### config.mk
export PLATFORM = sky130hd
export DESIGN_NAME = fifo_pkt_writer
export DESIGN_NICKNAME = d
export VERILOG_FILES = /design/src/rtl/fifo_pkt_writer.sv
export SDC_FILE = /design/constraint.sdc
export NUM_CORES = 1
export LEC_CHECK = 0
export CAP_MARGIN = 20
export CELL_PAD_IN_SITES_DETAIL_PLACEMENT = 0
export CELL_PAD_IN_SITES_GLOBAL_PLACEMENT = 1
export CORE_UTILIZATION = 49
export DETAILED_ROUTE_END_ITERATION = 12
export PLACE_DENSITY_LB_ADDON = 0.1
export SLEW_MARGIN = 30
export SYNTH_ARGS = -nofsm -noshare
export SYNTH_HDL_FRONTEND = slang
export SYNTH_SLANG_ARGS = --single-unit
### constraint.sdc
create_clock -name wr_clk -period 3.35 [get_ports wr_clk]
set_input_delay 0.5025 -clock wr_clk [delete_from_list [all_inputs] [get_ports wr_clk]]
set_output_delay 0.5025 -clock wr_clk [all_outputs]
set_load 0.02 [all_outputs]
### src/rtl/fifo_pkt_writer.sv
// fifo_pkt_writer
// Write-side packetizer for the dual-clock FIFO (wr_clk domain). It collects one byte-stream
// packet from a valid/ready source into local storage, then writes a one-byte length header
// {trunc, len[6:0]} followed by the stored payload into the FIFO. Packets longer than MAX_LEN
// keep their first MAX_LEN bytes, the remainder is dropped and the header trunc bit is set.
//
// Ports:
//   wr_clk     clock, rising edge
//   rst        synchronous active-high reset
//   in_valid   source byte valid
//   in_data    source byte
//   in_last    final byte of packet, qualified by in_valid
//   in_ready   byte accepted on an edge where in_valid & in_ready
//   full       FIFO full flag
//   wr_en      FIFO write strobe (never asserted while full)
//   wdata      FIFO write data
//   busy       header or payload write in progress
//   pkt_cnt    packets fully written to the FIFO, wrapping
//   trunc_cnt  truncated packets, saturating at 0xFF
module fifo_pkt_writer #(
  parameter int unsigned MAX_LEN = 16,
  parameter int unsigned CNT_W   = 5
) (
  input  logic        wr_clk,
  input  logic        rst,
  input  logic        in_valid,
  input  logic [7:0]  in_data,
  input  logic        in_last,
  output logic        in_ready,
  input  logic        full,
  output logic        wr_en,
  output logic [7:0]  wdata,
  output logic        busy,
  output logic [15:0] pkt_cnt,
  output logic [7:0]  trunc_cnt
);

  localparam int unsigned IDX_W = (MAX_LEN > 1) ? $clog2(MAX_LEN) : 1;
  localparam logic [CNT_W-1:0] MaxLen = CNT_W'(MAX_LEN);

  localparam logic [1:0] StCollect = 2'd0;
  localparam logic [1:0] StDiscard = 2'd1;
  localparam logic [1:0] StHdr     = 2'd2;
  localparam logic [1:0] StPayload = 2'd3;

  logic [1:0]       state_q, state_d;
  logic [CNT_W-1:0] len_q, len_d;
  logic [CNT_W-1:0] rd_idx_q, rd_idx_d;
  logic             trunc_q, trunc_d;
  logic [15:0]      pkt_cnt_q, pkt_cnt_d;
  logic [7:0]       trunc_cnt_q, trunc_cnt_d;
  logic [7:0]       mem [MAX_LEN];

  logic             accept;
  logic [CNT_W-1:0] len_inc;
  logic [CNT_W-1:0] rd_inc;
  logic [7:0]       hdr_byte;
  logic [7:0]       rd_data;

  // Outputs are gated by rst so nothing leaks to the FIFO on a reset edge mid-packet.
  assign in_ready = ~rst & ((state_q == StCollect) | (state_q == StDiscard));
  assign busy     = ~rst & ((state_q == StHdr) | (state_q == StPayload));
  assign wr_en    = busy & ~full;
  assign accept   = in_valid & in_ready;

  assign len_inc  = len_q + CNT_W'(1);
  assign rd_inc   = rd_idx_q + CNT_W'(1);
  assign hdr_byte = {trunc_q, 7'(len_q)};
  assign rd_data  = mem[rd_idx_q[IDX_W-1:0]];

  assign pkt_cnt   = pkt_cnt_q;
  assign trunc_cnt = trunc_cnt_q;

  always_comb begin
    wdata = 8'h00;
    if (!rst) begin
      if (state_q == StHdr) begin
        wdata = hdr_byte;
      end else if (state_q == StPayload) begin
        wdata = rd_data;
      end
    end
  end

  always_comb begin
    state_d     = state_q;
    len_d       = len_q;
    rd_idx_d    = rd_idx_q;
    trunc_d     = trunc_q;
    pkt_cnt_d   = pkt_cnt_q;
    trunc_cnt_d = trunc_cnt_q;
    unique case (state_q)
      StCollect: begin
        if (accept) begin
          len_d = len_inc;
          if (in_last) begin
            state_d = StHdr;
            trunc_d = 1'b0;
          end else if (len_inc == MaxLen) begin
            state_d = StDiscard;
            trunc_d = 1'b1;
          end
        end
      end
      StDiscard: begin
        if (accept && in_last) begin
          state_d = StHdr;
        end
      end
      StHdr: begin
        if (wr_en) begin
          state_d  = StPayload;
          rd_idx_d = '0;
        end
      end
      StPayload: begin
        if (wr_en) begin
          rd_idx_d = rd_inc;
          // rd_inc == len marks the write of the last stored byte.
          if (rd_inc == len_q) begin
            state_d   = StCollect;
            len_d     = '0;
            trunc_d   = 1'b0;
            pkt_cnt_d = pkt_cnt_q + 16'd1;
            if (trunc_q && (trunc_cnt_q != 8'hFF)) begin
              trunc_cnt_d = trunc_cnt_q + 8'd1;
            end
          end
        end
      end
      default: state_d = StCollect;
    endcase
  end

  always_ff @(posedge wr_clk) begin
    if (rst) begin
      state_q     <= StCollect;
      len_q       <= '0;
      rd_idx_q    <= '0;
      trunc_q     <= 1'b0;
      pkt_cnt_q   <= '0;
      trunc_cnt_q <= '0;
    end else begin
      state_q     <= state_d;
      len_q       <= len_d;
      rd_idx_q    <= rd_idx_d;
      trunc_q     <= trunc_d;
      pkt_cnt_q   <= pkt_cnt_d;
      trunc_cnt_q <= trunc_cnt_d;
    end
  end

  // Payload store has no reset; only entries below len are ever read.
  always_ff @(posedge wr_clk) begin
    if (accept && (state_q == StCollect)) begin
      mem[len_q[IDX_W-1:0]] <= in_data;
    end
  end

endmodule

==> out/qor_table.md <==
| Group | Metric | Reported |
| --- | --- | --- |
| power | LEAKAGE | 2.85 nW |
| global routing | Aggregate global routing overflow | 0 |
| detailed routing | Total iterations of the first detailed-routing run | 5 |
| detailed routing | Number of vias per cell after detailed routing | 5.98 |
| detailed routing | DRC violation count after routing | 0 |
| final layout | Non-filler instance count after layout | 748 |
| power | Power per unit of standard cell area | 550 mW/mm2 |
| synthesis | Proportion of synthesized flip-flops having asynchronous set or reset | 0% |
| final layout | # fillers | 1,112 |
| clock network | TritonCTS sink count | 169 |
| sta | Pins Over Slew Limit | 0 |
| flow run | Number of max-capacitance violations reported | 0 |
| synthesis | Largest cells by area after synthesis | sky130_fd_sc_hd__edfxtp_1 (53%), sky130_fd_sc_hd__mux4_2 (12%), sky130_fd_sc_hd__dfxtp_1 (11%) |
| placed design | DPL Wire Length | 10,200 um |
| synthesis | Predominant post-synthesis flop cell | sky130_fd_sc_hd__edfxtp_1 |
| min path | Origin of the worst min-delay path | trunc_cnt[5] |
| floorplan | Standard-cell row count | 44 |
| critical path | Critical path arrival | 2.78 ns |
| global routing | Total Routing Usage GR | 22.1% |
| min path | Class of the most critical hold timing path | register to register |
| placed design | Setup slack at placement | 0.448 ns |
| synthesis | Count of unique library cells instantiated by Yosys | 57 |
| sta | Final-report hold violation count | 0 |
| clock network | TritonCTS clock tree | yes |
| synthesis | Portion of the post-synthesis area used by sequential elements | 63.9% |
| floorplan | Initial core utilization | 50.2% |
| critical path | Worst Setup Path Type | register to primary output |
| critical path | Kind of start point of the critical path | register |
| clock network | Quantity of hold-fixing buffers added after cts | 0 |
| clock network | Clock-pin slew of the registers on the worst-case setup and hold paths | 0.06 ns |
| clock network | Clock Tree Buf Depth | 2 |
| floorplan | Chip width | 124 um |
| power | Worst vdd rail ir drop | 0.400 mV |
| final layout | Fraction of layout cells with a size suffix above 1 | 21.1% |
| detailed routing | Drt total wl | 15,900 um |
| placed design | Final weighted congestion in routability-driven placement | 0.739 |
| min path | Hold Path End | trunc_cnt[5] |
| synthesis | Post-synth design cell area | 0.00730 mm2 |
| critical path | Highest cell delay on the worst timing path | 0.56 ns |
| sta | Hold slack final | 0.496 ns |
| critical path | Peak fanout along the critical path | 9 |
| synthesis | Library cell occupying the most area in the post-synthesis netlist | sky130_fd_sc_hd__edfxtp_1 |
| critical path | R2r setup slk | 0.91 ns |
| critical path | Cell with the biggest individual delay on the critical path | sky130_fd_sc_hd__clkdlybuf4s50_1 |
| final layout | Most common cell after layout, fill and taps aside | sky130_fd_sc_hd__edfxtp_1 |
| clock network | CTS root buffer | sky130_fd_sc_hd__clkbuf_16 |
| critical path | Data required time of the critical path | 2.85 ns |
| critical path | Endpoint type of the worst setup path | primary output |
| clock network | Insertion delay of the later-clocked pin in the worst-skew pair | 0.42 ns |
| floorplan | Placeable core region | 0.0145 mm2 |
| clock network | Number of buffers created by CTS | 17 |
| sta | Maximum clock skew at final layout | 0.00765 ns |
| floorplan | I/O Pins | 48 |
| global routing | Global-route wire length before repair | 23,900 um |
| sta | Period utilization | 97.9% |
| final layout | Area added between synthesis and finish | 19.6% |
| critical path | Worst path most repeated cell | sky130_fd_sc_hd__mux4_2 |
| sta | Setup-violating endpoint count in the final report | 0 |
| detailed routing | Via total after detailed routing | 4,474 |
| final layout | Top library cells by usage in the layout, fill and taps aside | sky130_fd_sc_hd__edfxtp_1 (128), sky130_fd_sc_hd__clkdlybuf4s50_1 (43), sky130_fd_sc_hd__mux4_2 (40), sky130_fd_sc_hd__dfxtp_1 (40), sky130_fd_sc_hd__buf_4 (30) |
| floorplan | Area of the die | 0.0154 mm2 |
| sta | Maximum clock rate | 0.305 GHz |
| sta | Final critical path time including I/O delays and setup | 3.28 ns |
| clock network | Maximum level of the CTS H-tree | 4 |
| detailed routing | Number of antenna-violating nets in the routed design | 0 |
| synthesis | Synthesized flop and latch total | 169 |
| placed design | Placed cell count | 716 |
| synthesis | Syn avg cell area | 15.2 um2 |
| floorplan | Die extent in y | 124 um |
| critical path | Largest delay share family, worst path | multiplexers |
| outcome | Run status | finished, final reports clean |
| final layout | Area occupied by multi-input gates | 0.00248 mm2 |
| critical path | Sum of buffers and inverters on the critical path | 2 |
| detailed routing | Post-detailed-route wirelength per cell | 21.2 um |
| min path | Cell depth of the worst min-delay path | 2 |
| global routing | Pin count of the biggest net entering global routing | 43 |
| final layout | Antenna cells | 0 |
| critical path | Crit Reg-Reg Startpoint | rd_idx_q[0] |
| placed design | IO buf count | 47 |
| critical path | Cells along the critical path | buf_6 -> mux4_2 -> mux4_2 -> a32o_1 -> clkdlybuf4s50_1 |
| power | Post-layout total power | 4.80 mW |
| sta | Setup TNS | 0 ns |
| critical path | Critical register-to-register path endpoint | pkt_cnt[15] |
| final layout | Design area | 0.00873 mm2 |
| final layout | Sequential cell area | 0.00467 mm2 |
| critical path | Number of cells traversed by the worst register-to-register path | 7 |
| final layout | Post-route core utilization | 60.0% |
| synthesis | Syn. warnings | 0 |
| synthesis | Post-synth EDFFs | 128 |
| sta | Slew headroom | 52.3% |
| sta | Worst Slack Setup Final | 0.0698 ns |
| final layout | Number of nets in the finished design | 575 |
| synthesis | Total nets after synthesis | 505 |
| detailed routing | Iteration-0 DRC Markers | 378 |
| sta | Unrepaired setup endpoints after global routing | true |
| placed design | Area after DPL | 0.00816 mm2 |
| synthesis | Fraction of post-synthesis cell area in the top cell type by area | 52.7% |
| global routing | Number of antenna violations at the first check in global routing | 0 |
| synthesis | Post-Synthesis Cells | 481 |
| global routing | Vias in the first global route | 4,145 |
| sta | Worst-Margin Slew | 0.714 ns |
==> worst reg2reg max path, stage by stage (launching register included) <==
cell                       delay, ns
sky130_fd_sc_hd__dfxtp_1        0.39
sky130_fd_sc_hd__ha_1           0.29
sky130_fd_sc_hd__nand4b_1       0.15
sky130_fd_sc_hd__a211oi_2       0.32
sky130_fd_sc_hd__o311ai_4       0.28
sky130_fd_sc_hd__buf_4          0.28
sky130_fd_sc_hd__or4_1          0.51
sky130_fd_sc_hd__a21oi_1        0.16
==> routing by layer <==
metal	GRT usage (%)	vias up	part of all wire, %
li1	-	2064	-
met1	29.5	2259	44
met2	35.9	127	49
met3	4.53	24	4.5
met4	7.74	0	1.8
met5	0	-	0
==> sequential cells by signal, summed over array words and instances (netlist names), named ones only <==
| signal | count |
|---|---|
| trunc_q | 1 |
| state_q | 2 |
| mem | 128 |
| rd_idx_q | 5 |
| len_q | 5 |
| trunc_cnt | 8 |
| pkt_cnt | 16 |
==> cell type report <==
cell class / instances / area share [%]
Sequential cell: 169 / 53.5
Inverter: 11 / 0.473
Clock buffer: 18 / 4.92
Tap cell: 184 / 2.64
Timing Repair Buffer: 81 / 8.72
Multi-Input combinational cell: 271 / 28.4
Clock inverter: 14 / 1.41
==> cell families (layout without fill, tap and decap cells) <==
group | count (synthesis) | after routing | share of synthesized area, %
adders and majority gates | 11 | 11 | 1.89
DFF | 169 | 169 | 63.9
buffers and inverters | 41 | 124 | 2.30
muxes | 53 | 53 | 14.2
xor gates and xnor gates | 5 | 5 | 0.600
AOI/OAI and AO/OA | 74 | 74 | 7.66
and+or+nand+nor | 128 | 128 | 9.39
==> worst max-delay path by stage <==
stage / start / endpoint / cells after the start
floorplan: register / wdata[0] / 5
global placement: register / wdata[2] / 5
detailed placement: register / wdata[2] / 5
CTS: register / wdata[0] / 5
global route: register / wdata[4] / 5
finish: register / wdata[4] / 5
==> what timing repair did <==
action / CTS / global route
resized for setup: 3 / 3
setup buffers: 0 / 0
endpoints found under the setup margin: 2 / 3
==> cell usage after synthesis, drive strengths merged (7+ instances only) <==
cell / instances
nor2b: 12
edfxtp: 128
inv: 11
o311ai: 10
nor3: 8
or2: 8
nand3: 7
ha: 11
dfxtp: 41
mux4: 40
buf: 14
nand4: 7
nand2: 27
o21ai: 10
o41ai: 9
a21oi: 17
mux2: 7
clkbuf: 16
nor2: 27
==> power by group <==
group | internal, mW | switching [mW] | total [mW]
logic | 0.271 | 0.364 | 0.635
clock network | 1.03 | 0.799 | 1.82
registers | 2.30 | 0.0379 | 2.34
No activity file was read; power rests on OpenSTA's default activity.
